**config.mk**
```make
export PLATFORM = sky130hd
export DESIGN_NAME = hazard_stall_ctrl_flat
export DESIGN_NICKNAME = d
export VERILOG_FILES = /design/src/rtl/hazard_stall_ctrl_if.sv /design/src/rtl/hazard_stall_ctrl.sv /design/src/flat_wrapper.sv
export SDC_FILE = /design/constraint.sdc
export NUM_CORES = 1
export LEC_CHECK = 0
export CAP_MARGIN = 25
export CORE_UTILIZATION = 65
export CTS_CLUSTER_SIZE = 20
export DETAILED_ROUTE_END_ITERATION = 12
export DONT_BUFFER_PORTS = 1
export PLACE_DENSITY = 0.85
export SLEW_MARGIN = 30
export SYNTH_ARGS = -nofsm -noshare
export SYNTH_HDL_FRONTEND = slang
export SYNTH_SLANG_ARGS = --single-unit
```
**constraint.sdc**
```tcl
create_clock -name clk -period 4.5 [get_ports clk]
set_input_delay 0.9 -clock clk [delete_from_list [all_inputs] [get_ports clk]]
set_output_delay 0.9 -clock clk [all_outputs]
set_load 0.005 [all_outputs]
```
**src/rtl/hazard_stall_ctrl_if.sv**
```systemverilog
// Bundle of E-stage sources, M-stage destinations/memory ops and the stall/flush
// controls exchanged between the pipeline and hazard_stall_ctrl.
interface hazard_stall_ctrl_if;
    logic [4:0]  rs1E1, rs2E1, rs1E2, rs2E2;
    logic [3:0]  use_rsE;
    logic        validE1, validE2;
    logic [4:0]  rdM1, rdM2;
    logic        reg_writeM1, reg_writeM2;
    logic [2:0]  mem_loadM1, mem_loadM2;
    logic        mem_storeM1, mem_storeM2;
    logic        dmem_ready;
    logic        stallF, stallD, stallE, stallM;
    logic        flushM, flushW;
    logic        mem_timeout;
    logic [31:0] stall_cycles;

    modport master (
        output rs1E1, rs2E1, rs1E2, rs2E2, use_rsE, validE1, validE2,
               rdM1, rdM2, reg_writeM1, reg_writeM2, mem_loadM1, mem_loadM2,
               mem_storeM1, mem_storeM2, dmem_ready,
        input  stallF, stallD, stallE, stallM, flushM, flushW, mem_timeout, stall_cycles
    );

    modport slave (
        input  rs1E1, rs2E1, rs1E2, rs2E2, use_rsE, validE1, validE2,
               rdM1, rdM2, reg_writeM1, reg_writeM2, mem_loadM1, mem_loadM2,
               mem_storeM1, mem_storeM2, dmem_ready,
        output stallF, stallD, stallE, stallM, flushM, flushW, mem_timeout, stall_cycles
    );
endinterface

```
**src/rtl/hazard_stall_ctrl.sv**
```systemverilog
// Load-use bubble insertion, memory-wait stall and watchdog for the dual-issue core.
// Optional stall-cycle counter enabled by defining HAZARD_STALL_PERF_EN.
module hazard_stall_ctrl #(
    parameter int TIMEOUT = 255
) (
    input  logic              clk,
    input  logic              reset,
    hazard_stall_ctrl_if.slave bus
);
    typedef enum logic [1:0] {RUN, MEM_WAIT, ERROR} state_t;

    localparam logic [15:0] LAST_WAIT = 16'(TIMEOUT - 1);

    state_t      state;
    logic [15:0] wait_cnt;
    logic        timeout_q;
    logic        ld1, ld2, mem_op, mwait, lu;
    logic        stall_front, stall_m, flush_m, flush_w;

    function automatic logic src_hit(input logic [4:0] rs);
        return (ld1 && rs == bus.rdM1) || (ld2 && rs == bus.rdM2);
    endfunction

    always_comb begin
        ld1    = (bus.mem_loadM1 != 3'b000) && bus.reg_writeM1 && (bus.rdM1 != 5'd0);
        ld2    = (bus.mem_loadM2 != 3'b000) && bus.reg_writeM2 && (bus.rdM2 != 5'd0);
        mem_op = (bus.mem_loadM1 != 3'b000) || (bus.mem_loadM2 != 3'b000)
                 || bus.mem_storeM1 || bus.mem_storeM2;
        mwait  = mem_op && !bus.dmem_ready;
        lu     = (bus.use_rsE[0] && bus.validE1 && src_hit(bus.rs1E1))
              || (bus.use_rsE[1] && bus.validE1 && src_hit(bus.rs2E1))
              || (bus.use_rsE[2] && bus.validE2 && src_hit(bus.rs1E2))
              || (bus.use_rsE[3] && bus.validE2 && src_hit(bus.rs2E2));
    end

    // Memory stall and the watchdog fault outrank the load-use bubble.
    always_comb begin
        // NOTE: every output gets a default first so no path can infer a latch.
        stall_front = 1'b0;
        stall_m     = 1'b0;
        flush_m     = 1'b0;
        flush_w     = 1'b0;
        if (!reset) begin
            if (state == ERROR || mwait) begin
                stall_front = 1'b1;
                stall_m     = 1'b1;
                flush_w     = 1'b1;
            end else if (lu) begin
                stall_front = 1'b1;
                flush_m     = 1'b1;
            end
        end
    end

    assign bus.stallF      = stall_front;
    assign bus.stallD      = stall_front;
    assign bus.stallE      = stall_front;
    assign bus.stallM      = stall_m;
    assign bus.flushM      = flush_m;
    assign bus.flushW      = flush_w;
    assign bus.mem_timeout = timeout_q && !reset;

    always_ff @(posedge clk) begin
        // NOTE: state registers use non-blocking assignments so every update sees pre-edge values.
        if (reset) begin
            state     <= RUN;
            wait_cnt  <= '0;
            timeout_q <= 1'b0;
        end else begin
            case (state)
                RUN: begin
                    if (mwait) begin
                        state <= MEM_WAIT;
                        if (wait_cnt != 16'hFFFF) wait_cnt <= wait_cnt + 16'd1;
                    end else begin
                        wait_cnt <= '0;
                    end
                end
                MEM_WAIT: begin
                    if (!mwait) begin
                        state    <= RUN;
                        wait_cnt <= '0;
                    end else begin
                        if (wait_cnt != 16'hFFFF) wait_cnt <= wait_cnt + 16'd1;
                        if (wait_cnt == LAST_WAIT) begin
                            state     <= ERROR;
                            timeout_q <= 1'b1;
                        end
                    end
                end
                ERROR:   state <= ERROR;
                default: state <= RUN;
            endcase
        end
    end

`ifdef HAZARD_STALL_PERF_EN
    logic [31:0] stall_cnt;

    always_ff @(posedge clk) begin
        if (reset)
            stall_cnt <= '0;
        else if (stall_front && stall_cnt != 32'hFFFF_FFFF)
            stall_cnt <= stall_cnt + 32'd1;
    end

    assign bus.stall_cycles = stall_cnt;
`else
    assign bus.stall_cycles = 32'd0;
`endif

endmodule

```
**src/flat_wrapper.sv**
```systemverilog
// flat-port wrapper written by rule: the top's interface ports become plain ports
module hazard_stall_ctrl_flat 
#(
    parameter int TIMEOUT = 255
)
  (clk, reset, bus_rs1E1, bus_rs2E1, bus_rs1E2, bus_rs2E2, bus_use_rsE, bus_validE1, bus_validE2, bus_rdM1, bus_rdM2, bus_reg_writeM1, bus_reg_writeM2, bus_mem_loadM1, bus_mem_loadM2, bus_mem_storeM1, bus_mem_storeM2, bus_dmem_ready, bus_stallF, bus_stallD, bus_stallE, bus_stallM, bus_flushM, bus_flushW, bus_mem_timeout, bus_stall_cycles);
  hazard_stall_ctrl_if bus_i ();
  input  logic clk;
  input  logic reset;
  input wire logic [$bits(bus_i.rs1E1)-1:0] bus_rs1E1;
  input wire logic [$bits(bus_i.rs2E1)-1:0] bus_rs2E1;
  input wire logic [$bits(bus_i.rs1E2)-1:0] bus_rs1E2;
  input wire logic [$bits(bus_i.rs2E2)-1:0] bus_rs2E2;
  input wire logic [$bits(bus_i.use_rsE)-1:0] bus_use_rsE;
  input wire logic [$bits(bus_i.validE1)-1:0] bus_validE1;
  input wire logic [$bits(bus_i.validE2)-1:0] bus_validE2;
  input wire logic [$bits(bus_i.rdM1)-1:0] bus_rdM1;
  input wire logic [$bits(bus_i.rdM2)-1:0] bus_rdM2;
  input wire logic [$bits(bus_i.reg_writeM1)-1:0] bus_reg_writeM1;
  input wire logic [$bits(bus_i.reg_writeM2)-1:0] bus_reg_writeM2;
  input wire logic [$bits(bus_i.mem_loadM1)-1:0] bus_mem_loadM1;
  input wire logic [$bits(bus_i.mem_loadM2)-1:0] bus_mem_loadM2;
  input wire logic [$bits(bus_i.mem_storeM1)-1:0] bus_mem_storeM1;
  input wire logic [$bits(bus_i.mem_storeM2)-1:0] bus_mem_storeM2;
  input wire logic [$bits(bus_i.dmem_ready)-1:0] bus_dmem_ready;
  output wire logic [$bits(bus_i.stallF)-1:0] bus_stallF;
  output wire logic [$bits(bus_i.stallD)-1:0] bus_stallD;
  output wire logic [$bits(bus_i.stallE)-1:0] bus_stallE;
  output wire logic [$bits(bus_i.stallM)-1:0] bus_stallM;
  output wire logic [$bits(bus_i.flushM)-1:0] bus_flushM;
  output wire logic [$bits(bus_i.flushW)-1:0] bus_flushW;
  output wire logic [$bits(bus_i.mem_timeout)-1:0] bus_mem_timeout;
  output wire logic [$bits(bus_i.stall_cycles)-1:0] bus_stall_cycles;
  assign bus_i.rs1E1 = bus_rs1E1;
  assign bus_i.rs2E1 = bus_rs2E1;
  assign bus_i.rs1E2 = bus_rs1E2;
  assign bus_i.rs2E2 = bus_rs2E2;
  assign bus_i.use_rsE = bus_use_rsE;
  assign bus_i.validE1 = bus_validE1;
  assign bus_i.validE2 = bus_validE2;
  assign bus_i.rdM1 = bus_rdM1;
  assign bus_i.rdM2 = bus_rdM2;
  assign bus_i.reg_writeM1 = bus_reg_writeM1;
  assign bus_i.reg_writeM2 = bus_reg_writeM2;
  assign bus_i.mem_loadM1 = bus_mem_loadM1;
  assign bus_i.mem_loadM2 = bus_mem_loadM2;
  assign bus_i.mem_storeM1 = bus_mem_storeM1;
  assign bus_i.mem_storeM2 = bus_mem_storeM2;
  assign bus_i.dmem_ready = bus_dmem_ready;
  assign bus_stallF = bus_i.stallF;
  assign bus_stallD = bus_i.stallD;
  assign bus_stallE = bus_i.stallE;
  assign bus_stallM = bus_i.stallM;
  assign bus_flushM = bus_i.flushM;
  assign bus_flushW = bus_i.flushW;
  assign bus_mem_timeout = bus_i.mem_timeout;
  assign bus_stall_cycles = bus_i.stall_cycles;
  hazard_stall_ctrl #(.TIMEOUT(TIMEOUT)) u_core (.clk(clk), .reset(reset), .bus(bus_i));
endmodule
```
==> results of run 1 <==
## metal layers
layer  up-vias  part of all wire  GRT usage
li1        657                 -          -
met1       615              0.43      0.266
met2        61              0.48      0.396
met3        10             0.068     0.0556
met4         0             0.021      0.103
met5         -                 0          0
## layout make-up
type	instances	area, µm²
clock buffers	3	22.5
well taps	30	37.5
clock inverters	1	5.00
inverters	3	11.3
fillers	222	865
flip-flops and latches	19	380
multi-input cells	183	1200
## logic make-up after synthesis
| family | Yosys count | share of synthesized area |
|---|---|---|
| XOR/XNOR | 53 | 0.261 |
| adder cells (fa/ha/maj) | 2 | 0.0140 |
| AND/OR/NAND/NOR | 84 | 0.274 |
| flip-flops | 19 | 0.213 |
| buffers and inverters | 50 | 0.180 |
| AO/OA/AOI/OAI | 12 | 0.0562 |
| other | 1 | 0.00210 |
## worst paths after layout
path                                         from                                to  cells after the start
setup / recovery                      bus_rdM2[0]                        bus_stallF                      5
hold / removal      u_core.timeout_q$_SDFFE_PP0P_     u_core.timeout_q$_SDFFE_PP0P_                      2
setup reg to reg  u_core.wait_cnt[0]$_SDFFE_PP0P_  u_core.wait_cnt[11]$_SDFFE_PP0P_                      7
hold reg to reg     u_core.timeout_q$_SDFFE_PP0P_     u_core.timeout_q$_SDFFE_PP0P_                      2
## power breakdown
| group | leakage (nW) | total [W] | switching [W] | internal [W] |
|---|---|---|---|---|
| logic | 0.462 | 0.0000511 | 0.0000265 | 0.0000245 |
| clock network | 0.0177 | 0.0000880 | 0.0000549 | 0.0000331 |
| registers | 0.154 | 0.000171 | 0.00000154 | 0.000169 |
| total | 0.633 | 0.000310 | 0.0000830 | 0.000227 |
## stage by stage
step	hold WS, ns	worst slack (ns)	instance area, µm²	power (W)	instances
2_1_floorplan	0.432	1.39	1900	0.000251	252
3_3_place_gp	0.436	1.55	1630	0.000224	235
3_5_place_dp	0.449	1.53	1630	0.000225	235
4_1_cts	0.466	1.53	1660	0.000310	239
5_1_grt	0.497	1.43	1660	0.000324	239
6_report	0.461	1.51	1660	0.000310	239
## placed cells by master, fill, tap and decap left out, types with 2 or more instances in the layout
master    synthesis  final
nor4b_1           2      2
inv_1             3      3
nand4_1          14     14
nand3_1           7      7
nor4_1            9      9
dfxtp_1          19     19
nand2_1           4      4
nor3_2            2      2
and3_1            3      3
ha_1              2      2
xnor2_1          12     12
nor2_1           21     21
nor2b_1           2      2
a21oi_1           5      5
xor2_1           41     41
and4_4            3      3
clkbuf_4          0      3
nand2b_1          2      2
conb_1            1     32
or4_1             3      3
nor3_1            6      6
## registers in the layout (all words and copies together), names as in the netlist
name,cells
u_core.state,2
u_core.wait_cnt,16
u_core.timeout_q,1
## worst register-to-register path, stage by stage (launching register included)
cell,delay [ns]
dfxtp_1,0.38
ha_1,0.24
and4_4,0.22
and4_4,0.21
a211oi_4,0.37
nand4_1,0.16
xor2_1,0.16
nor2_1,0.05
==> summary.txt, run 1 <==
IO Pins = 88
Row count = 18
N_diodes = 0
Crit path largest cell delay = 0.53 ns
Vias post-DR = 1,343
Most used DFF post-synth = dfxtp_1
Largest net degree at the start of global routing = 15
Deepest clock path buffer count = 2
Setup crit start kind = input port
Antenna violations before repair = 0
Post-DR vias/cell = 5.62
DR WL/cell = 13.7 µm
# clock sinks = 19
CP delay by family, top = simple AND/OR/NAND/NOR gates
Pwr/cell area = 187 mW/mm²
Crit-path max FO = 5
Max transition margin = 0.618
ANT nets after route = 0
GRT overflow = 0
Initial DRC count = 10
Layout area overhead = -6.95%
Clk_skew = 0.00628 ns
Worst Setup End Kind = primary output
Number of synthesized flops with an enable pin = 0
Core Region = 0.00252 mm²
Number of global-route vias before repair = 1,207
Ranking of synthesized cells by area = dfxtp_1, xor2_1, buf_4
Outcome = completed
Share of the synthesized area in the top cell type = 0.213
Final Setup Violations = 0
Routed WL = 3.28 mm
Unrepaired setup endpoints after global routing = false
Leak = 0.633 nW
Crit-path cells = or4_1 -> nor2_1 -> nor4b_1 -> a22oi_1 -> o21ai_1
Most frequent cell after synthesis = xor2_1
CP bufs+invs = 0
TritonRoute pass-1 iters = 4
Cells after Synth = 221
Post_cts resized = 0
Max Transition Viols Final = 0
Die height = 54.4 µm
DP HPWL = 2.68 mm
Fin crit period = 2.99 ns
Share of cells above drive strength 1 = 0.0718
DRC violations left = 0
Flop-to-flop setup slack = 2.59 ns
Seq/Total Area, Yosys = 0.213
Yosys top cell by area = dfxtp_1
Worst-path clk slew = 0.11 ns
Hold-fix buffers, CTS = 0
Setup CP Type = input port to primary output
Synth warn = 0
Clock latency at the later pin of the worst-skew pair = 0.30 ns
Global-route wire length before repair = 4.91 mm
Final hold violations = 0
Initial Utilization = 0.706
Final Cycle Share = 0.664
Max H-tree Level = 1
Post-synthesis cell area = 0.00178 mm²
Req. time, crit path = 3.60 ns
Setup TNS = 0 ns
Worst vdd ir = 0.143 mV
CTS Buf Count = 3
Crit path DAT = 2.09 ns
Top cells by count, synth = xor2_1, buf_4, nor2_1
TritonCTS clock tree = built
F_max = 335 MHz
Root buf cell = clkbuf_4
Die W = 54.4 µm
Hold Crit Class = flip-flop to flip-flop
PortBufs = 0
Placer Congestion = 0.930
Full die area = 0.00295 mm²
Distinct cells, synth = 36
Max-Cap Viols = 0
Tot GR Track Use = 0.230
Synth async-reset ratio = 0
Post-Route Utilization = 0.657
Slew @ Worst Pin = 0.573 ns
Slowest-stage cell, CP = or4_1
Post-CTS setup buffer count = 0
Syn_area_per_cell = 8.06 µm²
#FFs+latches synth = 19
NumNets Final = 261
Note: power is estimated with default switching activity, not from simulation.
==> inputs of run 2 (changes only) <==
--- a/config.mk
+++ b/config.mk
@@ -6,11 +6,11 @@
 export NUM_CORES = 1
 export LEC_CHECK = 0
 export CAP_MARGIN = 25
-export CORE_UTILIZATION = 65
+export CORE_UTILIZATION = 64
 export CTS_CLUSTER_SIZE = 20
 export DETAILED_ROUTE_END_ITERATION = 12
 export DONT_BUFFER_PORTS = 1
-export PLACE_DENSITY = 0.85
+export PLACE_DENSITY = 0.84
 export SLEW_MARGIN = 30
 export SYNTH_ARGS = -nofsm -noshare
 export SYNTH_HDL_FRONTEND = slang
==> constraint.sdc (replaced) <==
create_clock -name clk -period 2.75 [get_ports clk]
set_input_delay 0.55 -clock clk [delete_from_list [all_inputs] [get_ports clk]]
set_output_delay 0.55 -clock clk [all_outputs]
set_load 0.005 [all_outputs]
==> run 2 against run 1 <==
Net effect: core utilization fell by 0.43 points; sequential cell count unchanged; setup slack worse by 1.1 ns; final cell count up 0.42%; global-route usage increased by 0.48 points; sequential power increased by 64%; critical path type unchanged; routed wire length rose by 1.7%; first-iteration DRC count rose by 110%.
==> summary.txt, run 2 (synthesis gave the netlist of run 1 again) <==
Commonest cells after routing, fill and taps aside = xor2_1, conb_1, nor2_1 (unchanged)
Root buf cell = clkbuf_4 (unchanged)
GRT overflow = 0 (unchanged)
DRC violations left = 0 (unchanged)
DP Cell Count = 236 (was 235)
Final hold violations = 0 (unchanged)
Final Setup Violations = 0 (unchanged)
F_max = 437 MHz
Max H-tree Level = 1 (unchanged)
Hold_ws = 0.310 ns (was 0.461 ns)
Hold Crit Class = input port to flip-flop (was flip-flop to flip-flop)
Post_cts resized = 0 (unchanged)
Largest registers = u_core.wait_cnt x16, u_core.state x2, u_core.timeout_q x1 (unchanged)
Placed Area = 0.00163 mm² (about the same)
Worst-path clk slew = 0.11 ns (about the same)
Placer Congestion = 0.956 (was 0.930)
# clock sinks = 19 (unchanged)
ANT nets after route = 0 (unchanged)
Outcome = completed (unchanged)
TritonCTS clock tree = built (unchanged)
Leak = 0.638 nW (was 0.633 nW)
Die height = 54.8 µm (was 54.4 µm)
Post-CTS setup buffer count = 0 (unchanged)
Clk_skew = 0.00278 ns (was 0.00628 ns)
Unrepaired setup endpoints after global routing = false (unchanged)
Row count = 18 (unchanged)
Post-layout instance area = 0.00166 mm² (about the same)
Core Region = 0.00254 mm² (was 0.00252 mm²)
Finished Layout Cells = 240 (was 239)
Setup crit start kind = input port (unchanged)
Crit path DAT = 1.74 ns (was 2.09 ns)
PortBufs = 0 (unchanged)
CTS Buf Count = 3 (unchanged)
Hold-fix buffers, CTS = 0 (unchanged)
Hold depth = 1 (was 2)
Setup CP Type = input port to primary output (unchanged)
Initial Utilization = 0.700 (was 0.706)
Crit-path max FO = 5 (unchanged)
Worst vdd ir = 0.347 mV (was 0.143 mV)
Worst Setup End Kind = primary output (unchanged)
Global-route wire length before repair = 5.13 mm (was 4.91 mm)
Clock latency at the later pin of the worst-skew pair = 0.29 ns (was 0.30 ns)
Max reg flops = 16 (unchanged)
DP HPWL = 2.77 mm (was 2.68 mm)
Deepest clock path buffer count = 2 (unchanged)
Pwr/cell area = 302 mW/mm² (was 187 mW/mm²)
Share of cells above drive strength 1 = 0.0714 (was 0.0718)
TritonRoute pass-1 iters = 4 (unchanged)
Number of global-route vias before repair = 1,230 (was 1,207)
Largest reg by FF count = u_core.wait_cnt (unchanged)
Max Transition Viols Final = 0 (unchanged)
DR WL/cell = 13.9 µm (was 13.7 µm)
Routed WL = 3.34 mm (was 3.28 mm)
Most common cell after layout, fill and taps aside = xor2_1 (unchanged)
NumNets Final = 262 (was 261)
Setup TNS = 0 ns (unchanged)
Antenna violations before repair = 0 (unchanged)
Max-Cap Viols = 0 (unchanged)
Post-DR vias/cell = 5.72 (was 5.62)
Full die area = 0.00300 mm² (was 0.00295 mm²)
Die W = 54.8 µm (was 54.4 µm)
Tot GR Track Use = 0.235 (was 0.230)
Vias post-DR = 1,373 (was 1,343)
Layout area overhead = -6.74% (was -6.95%)
Req. time, crit path = 2.20 ns (was 3.60 ns)
Fin crit period = 2.29 ns
R2R depth = 7 (unchanged)
IO Pins = 88 (unchanged)
Initial DRC count = 21 (was 10)
Final Cycle Share = 0.832
Largest net degree at the start of global routing = 15 (unchanged)
N_diodes = 0 (unchanged)
[run 2: cell types whose count changed in the layout (fill, tap and decap cells not counted), sizes merged]
cell  change
buf       +1
[run 2: layer usage]
| layer | track usage | wire (µm) |
|---|---|---|
| met4 | 0.0641 | 47 |
| met1 | 0.277 | 1400 |
| met3 | 0.0333 | 212 |
| met5 | 0 | 0 |
| met2 | 0.432 | 1680 |
[run 2: worst max-delay path: stages]
cell	delay, ns
or4_1	0.51
nor2_1	0.13
nor4b_1	0.07
a22oi_1	0.26
o21ai_1	0.21
[run 2: final cells by class]
cell class,instances,area [µm²]
timing repair buffer,1,7.51
inverter,3,11.3
tap,30,37.5
clock buffer,3,22.5
clock inverter,1,5.00
sequential,19,380
multi-input combinational,183,1200
fill,234,883
[run 2: worst paths after layout]
path	startpoint	end	slack (ns)
max reg2reg	u_core.wait_cnt[0]$_SDFFE_PP0P_	u_core.wait_cnt[11]$_SDFFE_PP0P_	0.85
min reg2reg	u_core.timeout_q$_SDFFE_PP0P_	u_core.timeout_q$_SDFFE_PP0P_	0.45
max	bus_rdM1[0]	bus_stallD	0.46
min	reset	u_core.timeout_q$_SDFFE_PP0P_	0.31
[run 2: through the flow]
step	utilization	setup slack [ns]	total power (W)
after floorplan	-	0.344	0.000411
after global placement	0.642	0.490	0.000367
after detailed placement	0.642	0.473	0.000369
after CTS	0.653	0.475	0.000504
after global routing	0.653	0.352	0.000528
final	0.653	0.461	0.000502
[run 2: power breakdown]
group / leakage (nW) / internal, W / switching (W)
Sequential: 0.154 / 0.000277 / 0.00000260
Clock: 0.0177 / 0.0000540 / 0.0000850
Combinational: 0.467 / 0.0000407 / 0.0000428
